===== src/rtl/midi_cmd_encoder.sv =====
// MIDI byte stream to 16-bit synthesizer command words, emitted as word/hold/gap pulses.
// Optional all-notes-off (CC 123) support is enabled by defining MIDI_ALL_NOTES_OFF_EN.
module midi_cmd_encoder #(
   parameter int CHANNEL     = 0,
   parameter int HOLD_CYCLES = 2,
   parameter int GAP_CYCLES  = 1,
   parameter int FIFO_DEPTH  = 4
) (
   input  logic                          clk,
   input  logic                          rst_n,
   input  logic [7:0]                    i_byte,
   input  logic                          i_byte_valid,
   output logic                          o_byte_ready,
   output logic [15:0]                   o_data,
   output logic                          o_busy,
   output logic [$clog2(FIFO_DEPTH):0]   o_fifo_level
);

   localparam int AW   = $clog2(FIFO_DEPTH);
   localparam int LW   = AW + 1;
   localparam int TMAX = (HOLD_CYCLES > GAP_CYCLES) ? HOLD_CYCLES : GAP_CYCLES;
   localparam int TW   = $clog2(TMAX + 1);

   localparam logic [3:0] CH = CHANNEL[3:0];

   localparam logic [1:0] P_IDLE  = 2'd0;
   localparam logic [1:0] P_DATA1 = 2'd1;
   localparam logic [1:0] P_DATA2 = 2'd2;
   localparam logic [1:0] P_SKIP  = 2'd3;

   localparam logic [1:0] S_IDLE = 2'd0;
   localparam logic [1:0] S_HOLD = 2'd1;
   localparam logic [1:0] S_GAP  = 2'd2;

   localparam logic [1:0] K_NONE = 2'd0;
   localparam logic [1:0] K_ON   = 2'd1;
   localparam logic [1:0] K_OFF  = 2'd2;
`ifdef MIDI_ALL_NOTES_OFF_EN
   localparam logic [1:0] K_CC   = 2'd3;
`endif

   logic [1:0]    p_state;
   logic [1:0]    rs_kind;
   logic [6:0]    note;
   logic [1:0]    s_state;
   logic [TW-1:0] timer;

   logic [15:0]   mem [FIFO_DEPTH];
   logic [AW-1:0] wr_ptr;
   logic [AW-1:0] rd_ptr;
   logic [LW-1:0] count;

   logic          accept;
   logic          is_data;
   logic          is_rt;
   logic          is_sys;
   logic          is_on;
   logic          is_off;
`ifdef MIDI_ALL_NOTES_OFF_EN
   logic          is_cc;
`endif
   logic          push;
   logic          pop;
   logic          word_ok;
   logic [15:0]   word;
   logic [6:0]    vel;

   assign o_byte_ready = (count != LW'(FIFO_DEPTH));
   assign o_fifo_level = count;
   assign o_busy       = (count != '0) || (s_state != S_IDLE);

   assign accept  = i_byte_valid && o_byte_ready;
   assign is_data = !i_byte[7];
   assign is_rt   = (i_byte[7:3] == 5'b11111);
   assign is_sys  = (i_byte[7:4] == 4'hF) && !i_byte[3];
   assign is_on   = (i_byte[7:4] == 4'h9) && (i_byte[3:0] == CH);
   assign is_off  = (i_byte[7:4] == 4'h8) && (i_byte[3:0] == CH);
`ifdef MIDI_ALL_NOTES_OFF_EN
   assign is_cc   = (i_byte[7:4] == 4'hB) && (i_byte[3:0] == CH);
`endif
   assign vel     = i_byte[6:0];

   // Word is built from the byte being accepted so the push lands on that same edge.
   always_comb begin
      word    = '0;
      word_ok = 1'b0;
      case (rs_kind)
         K_ON: begin
            word_ok = 1'b1;
            word    = (vel != 7'd0) ? {2'b01, note, vel} : {2'b10, note, 7'd0};
         end
         K_OFF: begin
            word_ok = 1'b1;
            word    = {2'b10, note, vel};
         end
`ifdef MIDI_ALL_NOTES_OFF_EN
         K_CC: begin
            word_ok = (note == 7'd123);
            word    = 16'hC000;
         end
`endif
         default: ;
      endcase
   end

   assign push = accept && is_data && (p_state == P_DATA2) && word_ok;
   assign pop  = (s_state == S_IDLE) && (count != '0);

   always_ff @(posedge clk or negedge rst_n) begin
      if (!rst_n) begin
         p_state <= P_IDLE;
         rs_kind <= K_NONE;
         note    <= '0;
      end else if (accept) begin
         if (is_rt) begin
            p_state <= p_state;
         end else if (is_sys) begin
            p_state <= P_IDLE;
            rs_kind <= K_NONE;
         end else if (is_on) begin
            p_state <= P_DATA1;
            rs_kind <= K_ON;
         end else if (is_off) begin
            p_state <= P_DATA1;
            rs_kind <= K_OFF;
`ifdef MIDI_ALL_NOTES_OFF_EN
         end else if (is_cc) begin
            p_state <= P_DATA1;
            rs_kind <= K_CC;
`endif
         end else if (!is_data) begin
            p_state <= P_SKIP;
            rs_kind <= K_NONE;
         end else begin
            case (p_state)
               P_DATA1: begin
                  note    <= i_byte[6:0];
                  p_state <= P_DATA2;
               end
               P_DATA2: p_state <= P_DATA1;
               default: ;
            endcase
         end
      end
   end

   always_ff @(posedge clk) begin
      if (push) mem[wr_ptr] <= word;
   end

   always_ff @(posedge clk or negedge rst_n) begin
      if (!rst_n) begin
         wr_ptr <= '0;
         count  <= '0;
      end else begin
         if (push) wr_ptr <= wr_ptr + AW'(1);
         case ({push, pop})
            2'b10:   count <= count + LW'(1);
            2'b01:   count <= count - LW'(1);
            default: count <= count;
         endcase
      end
   end

   // Hold then gap: every word is framed by zeros so repeated commands retrigger.
   always_ff @(posedge clk or negedge rst_n) begin
      if (!rst_n) begin
         s_state <= S_IDLE;
         timer   <= '0;
         rd_ptr  <= '0;
         o_data  <= '0;
      end else begin
         case (s_state)
            S_IDLE: begin
               if (pop) begin
                  o_data  <= mem[rd_ptr];
                  rd_ptr  <= rd_ptr + AW'(1);
                  timer   <= TW'(HOLD_CYCLES - 1);
                  s_state <= S_HOLD;
               end
            end
            S_HOLD: begin
               if (timer == '0) begin
                  o_data  <= '0;
                  timer   <= TW'(GAP_CYCLES - 1);
                  s_state <= S_GAP;
               end else begin
                  timer <= timer - TW'(1);
               end
            end
            S_GAP: begin
               if (timer == '0) s_state <= S_IDLE;
               else             timer   <= timer - TW'(1);
            end
            default: s_state <= S_IDLE;
         endcase
      end
   end

endmodule


===== config.mk =====
export PLATFORM = sky130hd
export DESIGN_NAME = midi_cmd_encoder
export DESIGN_NICKNAME = d
export VERILOG_FILES = /design/src/rtl/midi_cmd_encoder.sv
export SDC_FILE = /design/constraint.sdc
export NUM_CORES = 1
export LEC_CHECK = 0
export ABC_AREA = 1
export BUFFER_PORTS_ARGS = -buffer_cell sky130_fd_sc_hd__buf_2
export CAP_MARGIN = 20
export CORE_UTILIZATION = 59
export CTS_CLUSTER_DIAMETER = 50
export CTS_CLUSTER_SIZE = 30
export DETAILED_ROUTE_END_ITERATION = 7
export GPL_TIMING_DRIVEN = 0
export PLACE_DENSITY = 0.86
export SYNTH_ARGS = -nofsm -noshare
export SYNTH_HDL_FRONTEND = slang
export SYNTH_SLANG_ARGS = --single-unit

===== constraint.sdc =====
create_clock -name clk -period 2.8 [get_ports clk]
set_input_delay 0.42 -clock clk [delete_from_list [all_inputs] [get_ports clk]]
set_output_delay 0.42 -clock clk [all_outputs]
set_load 0.01 [all_outputs]

==> results_dict.tcl <==
set metrics [dict create \
    status "finished, final reports clean" \
    track_usage_pct 25.2 \
    synth_cells 418 \
    dp_hpwl_um 6020 \
    critPathBufInv 3 \
    p_per_area_nw_per_um2 923 \
    whs_ns 0.161 \
    max-vdd-ir-drop_v 0.000404 \
    htreeDepth 3 \
    min_period_ns 2.36 \
    path_clk_slew_ns 0.10 \
    antenna_found_initial 0 \
    cts_tree "built" \
    synth_seq_cells 102 \
    slew_violations 0 \
    cts_inserted_buffers 9 \
    setup_violations 0 \
    endpoint_kind "flop" \
    die-area_um2 7790 \
    r2r_cells 7 \
    cts_buffer_depth 2 \
    gp_congestion 0.808 \
    layout.cells.non_filler 565 \
    cts_resized 0 \
    use_met3_pct 4.38 \
    r2r_setup_slack_ns 0.44 \
    path_max_fanout 9 \
    ys_seq_area_share_pct 65.4 \
    reg2reg_to "mem[1][3]" \
    core-area_um2 7210 \
    grt_max_degree 39 \
    finalHoldViolCount 0 \
    die_h_um 88.3 \
    critPathCapture "mem[1][3]" \
    io_buffers 31 \
    r2r_start "p_state[0]" \
    crit_family "simple AND/OR/NAND/NOR gates" \
    ys_warn_count 0 \
    fin_setup_tns_ns 0 \
    fillers 536 \
    top_usage_layer "met2" \
    via_per_inst 5.49 \
    die_w_um 88.3 \
    crit_arrival_ns 2.45 \
    cap_viol_max_count 0 \
    start_util_pct 60.9 \
    syn_area_per_cell_um2 10.5 \
    skew_ns 0.0117 \
    post-place-cells 549 \
    slew_headroom_pct 31.1 \
    multiInputGateArea_um2 1300 \
    n_antenna_cell 0 \
    drt_iter0_markers 231 \
    yosys_most_used_dff "edfxtp_1" \
    syn2layout_area_growth_pct 10.9 \
    seqCellArea_um2 2870 \
    first_pass_iters 5 \
    period_share_pct 84.5 \
    hold_buffers 0 \
    final_nets 489 \
    vias 3104 \
    tightest_slew_ns 1.03 \
    wl_per_cell_um 16.0 \
    startpoint "p_state[0]" \
    cp.depth 7 \
    ant_nets 0 \
    clock-root-buffer "clkbuf_8" \
    grt_use_met1_pct 32.4 \
    synth_edf_count 64 \
    start_kind "flop" \
    rows 31 \
    layout_commonest_cell "nand2_1" \
    drive_gt1_share_pct 12.9 \
    syn-num-nets 446 \
    grt-ovfl-total 0 \
    fmax_mhz 423 \
    grt_setup_unrepaired "no" \
    slowest_delay_ns 0.74 \
    gr-usage-met2_pct 42.3 \
    hold_class "input pin to async pin" \
    cts_sinks 102 \
    crit_required_ns 2.89 \
    grt_pass1_wl_um 14200 \
    drc_errors 0 \
    grt_pass1_vias 2955 \
    drt-total-wl_um 9060 \
    synth.distinct_cells 25 \
    cp_cell_sequence "inv_1, ha_1, inv_1, nor2_1, nand3_2, nor2_1, buf_6" \
    io_pins 32 \
    insertion_delay_ns 0.38 \
    most-common-layout-cells "87 x nand2_1, 66 x nor2_1, 64 x edfxtp_1" \
    synthesis.area_um2 4390 \
    async_flop_share_pct 37.3 \
    post-cts-setup-buffers 0 \
    crit_type "flop to flop" \
    p_leak_nw 2.04 \
    crit_path_top_delay_cell "nor2_1" \
]
area by class of cell:
cell class                      instances  share of cell area [%]
Sequential cell                       102                    59.0
Multi-Input combinational cell        258                    26.7
Inverter                               46                    3.55
Timing Repair Buffer                   32                    3.42
Clock buffer                            9                    2.54
Tap cell                               99                    2.54
Clock inverter                          7                    1.18
Buffer                                 12                    1.10
worst min path at each step:
| stage | cells past startpoint | start | endpoint |
|---|---|---|---|
| 2_1_floorplan | 0 | rst_n | note[0] |
| 6_report | 1 | rst_n | o_data[11] |
| 3_3_place_gp | 2 | o_data[10] | o_data[10] |
| 3_5_place_dp | 2 | o_data[9] | o_data[9] |
| 5_1_grt | 1 | rst_n | s_state[0] |
| 4_1_cts | 1 | rst_n | s_state[0] |
cells by family after synthesis:
| kind of cell | synth area share, % |
|---|---|
| compound gates | 9.12 |
| xor+xnor | 0.599 |
| fa+ha+maj | 5.02 |
| buf+inv | 5.16 |
| flops | 65.4 |
| simple gates | 14.7 |
cells in the mapped netlist, types with 3 or more instances:
library cell,instances,area (µm²)
nand2_1,87,327
nor2_1,69,259
edfxtp_1,64,1920
inv_1,44,165
o21ai_0,44,220
dfrtp_1,38,951
ha_1,16,200
o22ai_1,16,100
clkbuf_1,9,33.8
o21ai_1,6,30.0
nand3_1,4,20.0
a21oi_1,3,15.0
state kept, by name, indices dropped and copies added, names as in the netlist:
name	cells
mem	64
note	7
o_data	16
o_fifo_level	3
p_state	2
rd_ptr	2
rs_kind	2
s_state	2
timer	2
wr_ptr	2
metrics by stage:
| stage | area (µm²) | total power [mW] | utilization [%] | worst slack [ns] |
|---|---|---|---|---|
| global route | 4870 | 4.79 | 67.5 | 0.211 |
| floorplan | 4390 | 3.09 | - | 0.734 |
| detailed placement | 4690 | 3.63 | 65.0 | 0.474 |
| global placement | 4670 | 3.52 | 64.7 | 0.212 |
| CTS | 4870 | 4.46 | 67.5 | 0.442 |
| finish | 4870 | 4.50 | 67.5 | 0.435 |
metal layers:
metal | wire, µm | vias up
met5 | 0 | -
met4 | 219 | 0
met3 | 621 | 21
met2 | 4390 | 132
met1 | 3830 | 1488
li1 | - | 1463
power by group:
group | internal (mW) | switching [mW] | total, mW
Sequential | 1.81 | 0.167 | 1.98
Clock | 0.334 | 0.531 | 0.865
Combinational | 0.559 | 1.10 | 1.65
Total | 2.70 | 1.79 | 4.50
Power figures use the tool's default switching activity.
